==> config.mk <==
export PLATFORM = sky130hd
export DESIGN_NAME = axis_mem2s_flat
export DESIGN_NICKNAME = d
export VERILOG_FILES = /design/src/rtl/axis_mem2s_if.sv /design/src/rtl/axis_mem2s.sv /design/src/flat_wrapper.sv
export SDC_FILE = /design/constraint.sdc
export NUM_CORES = 1
export LEC_CHECK = 0
export ABC_AREA = 1
export CAP_MARGIN = 15
export CORE_ASPECT_RATIO = 2
export CORE_MARGIN = 1.5
export CORE_UTILIZATION = 35
export DETAILED_ROUTE_END_ITERATION = 12
export PLACE_DENSITY_LB_ADDON = 0.2
export SYNTH_ARGS = -nofsm -noshare
export SYNTH_HDL_FRONTEND = slang
export SYNTH_SLANG_ARGS = --single-unit
==> constraint.sdc <==
create_clock -name clk -period 1.55 [get_ports clk]
set_input_delay 0.31 -clock clk [delete_from_list [all_inputs] [get_ports clk]]
set_output_delay 0.31 -clock clk [all_outputs]
set_load 0.02 [all_outputs]
==> src/rtl/axis_mem2s_if.sv <==
// AXI-Stream bundle carrying one sample per beat from the frame reader.
interface axis_mem2s_if #(
  parameter int unsigned DATA_WIDTH = 64
) ();
  logic [DATA_WIDTH-1:0] tdata;
  logic                  tvalid;
  logic                  tready;
  logic                  tlast;

  modport master (output tdata, output tvalid, output tlast, input tready);
  modport slave  (input tdata, input tvalid, input tlast, output tready);
endinterface

==> src/rtl/axis_mem2s.sv <==
// Streams one completed FFT frame out of mem0 (linear or bit-reversed order)
// through the mux read port, hiding the RAM's 1-cycle read latency.
module axis_mem2s #(
  parameter int unsigned FFT_SIZE   = 4096,
  parameter int unsigned ADDR_WIDTH = 12,
  parameter int unsigned DATA_WIDTH = 64
) (
  input  logic                  clk,
  input  logic                  rst,
  input  logic                  start,
  input  logic                  bitrev_en,
  output logic                  busy,
  output logic                  done,
  output logic                  axis_tx,
  output logic                  axis_mem2m_clken,
  output logic [ADDR_WIDTH-1:0] axis_mem2m_raddr,
  input  logic [DATA_WIDTH-1:0] axis_mem2m_rdata,
  axis_mem2s_if.master          m_axis
);

  localparam int unsigned CNT_W = ADDR_WIDTH + 1;
  localparam logic [ADDR_WIDTH-1:0] LAST_IDX = ADDR_WIDTH'(FFT_SIZE - 1);

  typedef enum logic [1:0] {
    IDLE   = 2'd0,
    PRIME  = 2'd1,
    STREAM = 2'd2,
    DONE   = 2'd3
  } state_t;

  state_t                state;
  logic [CNT_W-1:0]      rd_cnt;
  logic [ADDR_WIDTH-1:0] out_cnt;
  logic                  bitrev;
  logic                  tvalid;
  logic                  tlast;
  logic                  rd_en;
  logic                  hs;

  function automatic logic [ADDR_WIDTH-1:0] bit_reverse(input logic [ADDR_WIDTH-1:0] a);
    logic [ADDR_WIDTH-1:0] r;
    r = '0;
    for (int unsigned i = 0; i < ADDR_WIDTH; i++) begin
      r[i] = a[ADDR_WIDTH-1-i];
    end
    return r;
  endfunction

  assign hs = tvalid & m_axis.tready;

  // RAM read enable: one priming read, then one read per non-final accepted beat.
  // The counter MSB guard keeps reads from ever running past the frame.
  always_comb begin
    rd_en = 1'b0;
    case (state)
      PRIME:   rd_en = 1'b1;
      STREAM:  rd_en = m_axis.tready & ~tlast & ~rd_cnt[CNT_W-1];
      default: rd_en = 1'b0;
    endcase
  end

  // Read address from the registered counter, optionally bit-reversed.
  always_comb begin
    if (bitrev) begin
      axis_mem2m_raddr = bit_reverse(rd_cnt[ADDR_WIDTH-1:0]);
    end else begin
      axis_mem2m_raddr = rd_cnt[ADDR_WIDTH-1:0];
    end
  end

  assign axis_mem2m_clken = rd_en;
  assign m_axis.tdata     = axis_mem2m_rdata;
  assign m_axis.tvalid    = tvalid;
  assign m_axis.tlast     = tlast;

  // Frame sequencer with registered status and stream flags.
  always_ff @(posedge clk or posedge rst) begin
    if (rst) begin
      state   <= IDLE;
      rd_cnt  <= '0;
      out_cnt <= '0;
      bitrev  <= 1'b0;
      busy    <= 1'b0;
      done    <= 1'b0;
      axis_tx <= 1'b0;
      tvalid  <= 1'b0;
      tlast   <= 1'b0;
    end else begin
      done <= 1'b0;
      case (state)
        IDLE: begin
          if (start) begin
            bitrev  <= bitrev_en;
            rd_cnt  <= '0;
            out_cnt <= '0;
            busy    <= 1'b1;
            axis_tx <= 1'b1;
            state   <= PRIME;
          end
        end
        PRIME: begin
          rd_cnt <= rd_cnt + CNT_W'(1);
          tvalid <= 1'b1;
          tlast  <= 1'b0;
          state  <= STREAM;
        end
        STREAM: begin
          if (rd_en) begin
            rd_cnt <= rd_cnt + CNT_W'(1);
          end
          if (hs) begin
            if (tlast) begin
              tvalid  <= 1'b0;
              tlast   <= 1'b0;
              busy    <= 1'b0;
              axis_tx <= 1'b0;
              done    <= 1'b1;
              state   <= DONE;
            end else begin
              out_cnt <= out_cnt + ADDR_WIDTH'(1);
              tlast   <= (out_cnt == LAST_IDX - ADDR_WIDTH'(1));
            end
          end
        end
        DONE: begin
          state <= IDLE;
        end
        default: begin
          state <= IDLE;
        end
      endcase
    end
  end

endmodule

==> src/flat_wrapper.sv <==
// flat-port wrapper written by rule: the top's interface ports become plain ports
module axis_mem2s_flat 
#(
  parameter int unsigned FFT_SIZE   = 4096,
  parameter int unsigned ADDR_WIDTH = 12,
  parameter int unsigned DATA_WIDTH = 64
)
  (clk, rst, start, bitrev_en, busy, done, axis_tx, axis_mem2m_clken, axis_mem2m_raddr, axis_mem2m_rdata, m_axis_tdata, m_axis_tvalid, m_axis_tlast, m_axis_tready);
  axis_mem2s_if #(.DATA_WIDTH(DATA_WIDTH)) m_axis_i ();
  input  logic clk;
  input  logic rst;
  input  logic start;
  input  logic bitrev_en;
  output logic busy;
  output logic done;
  output logic axis_tx;
  output logic axis_mem2m_clken;
  output logic [ADDR_WIDTH-1:0] axis_mem2m_raddr;
  input  logic [DATA_WIDTH-1:0] axis_mem2m_rdata;
  output wire logic [$bits(m_axis_i.tdata)-1:0] m_axis_tdata;
  output wire logic [$bits(m_axis_i.tvalid)-1:0] m_axis_tvalid;
  output wire logic [$bits(m_axis_i.tlast)-1:0] m_axis_tlast;
  input wire logic [$bits(m_axis_i.tready)-1:0] m_axis_tready;
  assign m_axis_tdata = m_axis_i.tdata;
  assign m_axis_tvalid = m_axis_i.tvalid;
  assign m_axis_tlast = m_axis_i.tlast;
  assign m_axis_i.tready = m_axis_tready;
  axis_mem2s #(.FFT_SIZE(FFT_SIZE), .ADDR_WIDTH(ADDR_WIDTH), .DATA_WIDTH(DATA_WIDTH)) u_core (.clk(clk), .rst(rst), .start(start), .bitrev_en(bitrev_en), .busy(busy), .done(done), .axis_tx(axis_tx), .axis_mem2m_clken(axis_mem2m_clken), .axis_mem2m_raddr(axis_mem2m_raddr), .axis_mem2m_rdata(axis_mem2m_rdata), .m_axis(m_axis_i));
endmodule
==> results.toml, run 1 <==
[die]
ioPinCount = 151
core_area_um2 = 7270
num_rows = 44
die-area_um2 = 8130
initial_core_util_pct = 36.4
die_h_um = 126
die_width_um = 64.5

[clock_tree]
htreeDepth = 2
root_buffer = "clkbuf_16"
cts_sinks = 32
cts_tree = "done"
insertion_delay_ps = 280
postCtsHoldBufs = 0
numCtsBuffers = 5
cts.clk_slew.worst_paths_ps = 50
clk_path_buf_depth = 2

[synthesis]
synth-seq-cells = 32
synthTopCellsByArea = "dfrtp_1, buf_4, nand2_1"
yosys.cell_types.count = 24
synth_area_per_cell_um2 = 7.35
synth_common_cells = "nand2_1, buf_4, inv_1, dfrtp_1, nand3_1"
yosysTopAreaCellShare_pct = 30.2
yosysTopAreaCell = "dfrtp_1"
syn_inst = 360
synth_edf_count = 0
async_reset_ff_share_pct = 100
ys_warn_count = 0
yosysMostFrequentCell = "nand2_1"
syn-num-nets = 437
synth_seq_area_share_pct = 30.2
synth-main-ff-cell = "dfrtp_1"
syn_area_um2 = 2650

[placement]
io_buffers = 22
place_inst = 447
place_area_um2 = 2810
place_ws_ps = -550
hpwl_um = 4950
place.gp.congestion = 0.816

[power]
p_comb_share_pct = 64.6
p_clk_share_pct = 17.3
power_density_nw_per_um2 = 1780
seqPwrFrac_pct = 18.1
switching_share_pct = 44.5
p_total_mw = 5.83
leakage_nw = 1.56
intPower_mw = 3.24
switchingPower_mw = 2.59
ir_drop_uv = 785

[flow_run]
cap_violations = 0

[critical_path]
required_ps = 1240
crit_path_start = "u_core.state[0]"
critPathMaxFanout = 3
start_kind = "flop"
r2r-start = "u_core.state[0]"
reg2reg_depth = 10
r2r-end = "u_core.out_cnt[7]"
cp-end-kind = "output pin"
worstPathArrival_ps = 1390
crit_type = "reg2out"
r2r_setup_slack_ps = -80

[layout]
nets = 455
area_growth_pct = 23.5
diodes = 0
fill_cells = 796
drive_gt1_share_pct = 36.9
instances_no_fill = 471
final_area_um2 = 3270
utilization_pct = 45.0

[timing]
fin_crit_sh_pct = 110
tightest_slew_ps = 325
slew_headroom_pct = 78.3
finalCriticalPeriod_ps = 1700
setup_ws_ps = -149
finClkSkew_ps = 4.97
fmax_mhz = 589
drv_slew = 0
hold_violations = 0
setup_viol = 22
rsz0062_at_grt = "true"

[global_route]
grt_pass1_wl_um = 11100
grt_usage_pct = 18.2
grt_pass1_vias = 2390
overflow = 0
grt_max_degree = 33
antenna_found_initial = 0

[detailed_routing]
initialDrtViolationCount = 110
dr.pass1.iters = 4
ant_nets = 0
num_vias = 2339
wl_per_cell_um = 15.2
via_per_inst = 4.97
routed_wl_um = 7140
drc = 0

[run_status]
violations = "setup timing"
status = "complete, but fails checks"

[min_path]
hold_path.class = "in2async"
-- worst max path at each step --
stage	slack [ps]	end	depth (start not counted)
6_report	-150	axis_mem2m_clken	9
5_1_grt	-240	axis_mem2m_clken	9
4_1_cts	-160	axis_mem2m_clken	5
3_5_place_dp	-550	axis_mem2m_clken	8
3_3_place_gp	-550	axis_mem2m_clken	8
2_1_floorplan	-4	u_core.rd_cnt[5]	13
-- area by class of cell --
type / count / area, um2 / area share, %
Multi-Input combinational cell: 222 / 1390 / 42.3
Sequential cell: 32 / 802 / 24.5
Timing Repair Buffer: 82 / 688 / 21.0
Clock buffer: 8 / 146 / 4.48
Inverter: 35 / 134 / 4.09
Tap cell: 92 / 115 / 3.52
-- sequential cells by signal, indices dropped and copies added, names as in the netlist --
name / cells
u_core.rd_cnt: 13
u_core.done: 1
u_core.bitrev: 1
u_core.out_cnt: 12
u_core.busy: 1
u_core.m_axis.tlast: 1
u_core.state: 2
u_core.m_axis.tvalid: 1
-- metal layers --
layer	routed length, um	up-vias	track usage [%]
met5	0	-	0
li1	-	1128	-
met1	2300	1113	15.6
met4	384	0	12.3
met3	408	22	5.36
met2	4050	76	34.4
-- power by group through the flow --
stage | clock network [mW] | logic (mW) | registers, mW
6_report | 1.01 | 3.77 | 1.06
5_1_grt | 1.07 | 4.03 | 1.07
4_1_cts | 1.05 | 3.30 | 1.06
3_5_place_dp | 0 | 2.59 | 1.07
3_3_place_gp | 0 | 2.57 | 1.07
2_1_floorplan | 0 | 1.93 | 1.08
-- per-stage QoR --
step / TNS (ps) / hold slack [ps]
3_5_place_dp: -7390 / 534
2_1_floorplan: -33.5 / 426
3_3_place_gp: -7130 / 528
5_1_grt: -3220 / 401
4_1_cts: -1150 / 373
6_report: -1050 / 367
-- critical path, stage by stage, from the launching register on --
cell,delay [ps]
dfrtp_1,380
inv_2,90
ha_4,160
inv_4,40
nor2_4,110
nand2_2,60
nand2_2,50
nand2_2,50
inv_2,50
buf_6,110
-- cell families after synthesis --
group,Yosys count,share of synthesized area [%]
muxes,1,0.425
DFF,32,30.2
adders and majority gates,8,3.78
AOI/OAI and AO/OA,46,10.4
buffers and inverters,109,26.3
xor gates and xnor gates,1,0.331
and+or+nand+nor,163,28.4
-- cell usage in the layout (no fill, tap or decap) --
| master | n |
|---|---|
| o21ai_1 | 17 |
| a21oi_2 | 2 |
| nand4_1 | 10 |
| ha_1 | 6 |
| nand3_2 | 5 |
| nand3_1 | 27 |
| nand2_4 | 9 |
| o21ai_0 | 7 |
| nand2_8 | 6 |
| nor2_4 | 4 |
| clkbuf_8 | 1 |
| o21ai_2 | 11 |
| inv_2 | 5 |
| nor2_2 | 1 |
| buf_2 | 8 |
| or2_2 | 1 |
| inv_1 | 29 |
| dfrtp_1 | 31 |
| buf_6 | 10 |
| o21ai_4 | 1 |
| dlygate4sd2_1 | 4 |
| a21oi_1 | 6 |
| clkdlybuf4s50_1 | 5 |
| nor2_1 | 27 |
| buf_4 | 52 |
| nor3_1 | 3 |
| clkbuf_16 | 5 |
| nand2_2 | 11 |
| o31ai_1 | 1 |
| clkbuf_1 | 2 |
| ha_4 | 2 |
| o211ai_1 | 1 |
| mux2_2 | 1 |
| inv_4 | 1 |
| nand2_1 | 62 |
| xor2_1 | 1 |
| dfrtp_2 | 1 |
| buf_12 | 3 |
-- timing repair --
action                     in CTS  in global routing
setup endpoints to repair      42                 37
setup buffers                   7                  6
pin swaps                       7                  8
gates resized for setup       109                 36
gates cloned                    3                  1
Power figures use the tool's default switching activity.
==> inputs of run 2 (changes only) <==
SETUP_SLACK_MARGIN = 0.2   (was not set)
==> results.toml, run 2 (synthesized netlist as in run 1, its figures left out) <==
[critical_path]
crit_chain = "inv_2 > ha_4 > inv_4 > nor2_4 > nand2_2 > nand2_2 > nand2_2 > inv_1 > buf_6"
critPathMaxStageDelay_ps = 390
start_kind = "flop"
cp-end-kind = "output pin"
critPathMaxFanout = 2
reg2reg_depth = 14
r2r-end = "u_core.rd_cnt[10]"
slowest_stage = "dfrtp_1"
r2r-start = "u_core.state[0]"
crit_type = "reg2out"
crit_path_frequent_cell = "nand2_2"
worstPathArrival_ps = 1370
required_ps = 1240
r2r_setup_slack_ps = -100

[placement]
io_buffers = 22
place.gp.congestion = 0.842
place_ws_ps = -516
hpwl_um = 4840
place_area_um2 = 2860

[timing]
tightest_slew_ps = 338
finClkSkew_ps = 10.1
setup_viol = 22
finalCriticalPeriod_ps = 1680
tns_ps = -1280
rsz0062_at_grt = "true"
setup_ws_ps = -128
fmax_mhz = 596
drv_slew = 0
fin_crit_sh_pct = 108
hold_violations = 0
slew_headroom_pct = 77.4
whs_ps = 364

[layout]
drive_gt1_share_pct = 43.2
final_common_cell = "nand2_1"
top_regs = "u_core.rd_cnt (13), u_core.out_cnt (12), u_core.state (2)"
nets = 454
utilization_pct = 48.7
diodes = 0
final_cell_mix = "nand2_1, buf_4, inv_1"
fill_cells = 708
final_area_um2 = 3540
top_register = "u_core.rd_cnt"
area_growth_pct = 33.7
largest_register_ffs = 13

[die]
initial_core_util_pct = 36.4
ioPinCount = 151
num_rows = 44
die_h_um = 126
die_width_um = 64.5
core_area_um2 = 7270
die-area_um2 = 8130

[detailed_routing]
wl_per_cell_um = 15.1
initialDrtViolationCount = 116
num_vias = 2314
via_per_inst = 4.93
drc = 0
routed_wl_um = 7070
dr.pass1.iters = 4
ant_nets = 0

[global_route]
grt_pass1_wl_um = 11300
antenna_found_initial = 0
grt_pass1_vias = 2402
grt_max_degree = 33
overflow = 0
grt_usage_pct = 18.2

[clock_tree]
cts_sinks = 32
insertion_delay_ps = 280
cts_tree = "done"
numCtsBuffers = 5
clk_path_buf_depth = 2
postCtsHoldBufs = 0
cts.clk_slew.worst_paths_ps = 50
htreeDepth = 2
root_buffer = "clkbuf_16"

[power]
leakage_nw = 1.73
ir_drop_uv = 1140
power_density_nw_per_um2 = 1720

[run_status]
status = "complete, but fails checks"
violations = "setup timing"

[min_path]
hold_path.class = "in2async"

[flow_run]
cap_violations = 0
run 2: layer usage:
metal / global-route usage [%] / wire, um / vias up
li1: - / - / 1126
met2: 34.3 / 4060 / 79
met3: 4.64 / 362 / 24
met4: 11.1 / 382 / 0
met1: 16.7 / 2270 / 1085
met5: 0 / 0 / -
run 2: repair_timing:
| item | in CTS | in global routing |
|---|---|---|
| buffers inserted | 5 | 1 |
| pin swaps | 10 | 17 |
| gates resized for setup | 143 | 38 |
| endpoints found under the setup margin | 49 | 44 |
| gates cloned | 3 | 4 |
run 2: report_power, final:
part	total [mW]	switching (mW)	internal, mW
Combinational	4.04	2.23	1.81
Clock	0.946	0.363	0.583
Sequential	1.12	0.164	0.958
Total	6.11	2.75	3.36
run 2: final cells by class:
class | instances | area (um2) | area share, %
Multi-Input combinational cell | 222 | 1560 | 44.0
Sequential cell | 32 | 805 | 22.7
Timing Repair Buffer | 81 | 796 | 22.5
Inverter | 35 | 134 | 3.78
Clock buffer | 6 | 129 | 3.64
Tap cell | 92 | 115 | 3.25
Clock inverter | 1 | 5.00 | 0.141
run 2: through the flow:
stage               instances  power [mW]
floorplan                 360        3.05
global placement          449        3.69
detailed placement        449        3.71
CTS                       464        5.59
global route              469        6.48
finish                    469        6.11
run 2: how the worst max path moves through the flow:
stage	startpoint	to	slack, ps	depth (start not counted)
2_1_floorplan	u_core.state[0]	u_core.rd_cnt[5]	-4	13
3_3_place_gp	m_axis_tready	axis_mem2m_clken	-500	8
3_5_place_dp	m_axis_tready	axis_mem2m_clken	-520	8
4_1_cts	u_core.state[0]	axis_mem2m_clken	-130	9
5_1_grt	u_core.state[0]	axis_mem2m_clken	-200	9
6_report	u_core.state[0]	axis_mem2m_clken	-130	9
run 2: worst max-delay path: cells and delay by family, from the launching register on:
kind | cells | cell delay [ps]
DFF | 1 | 390
buffers and inverters | 4 | 290
and+or+nand+nor | 4 | 260
adders and majority gates | 1 | 150
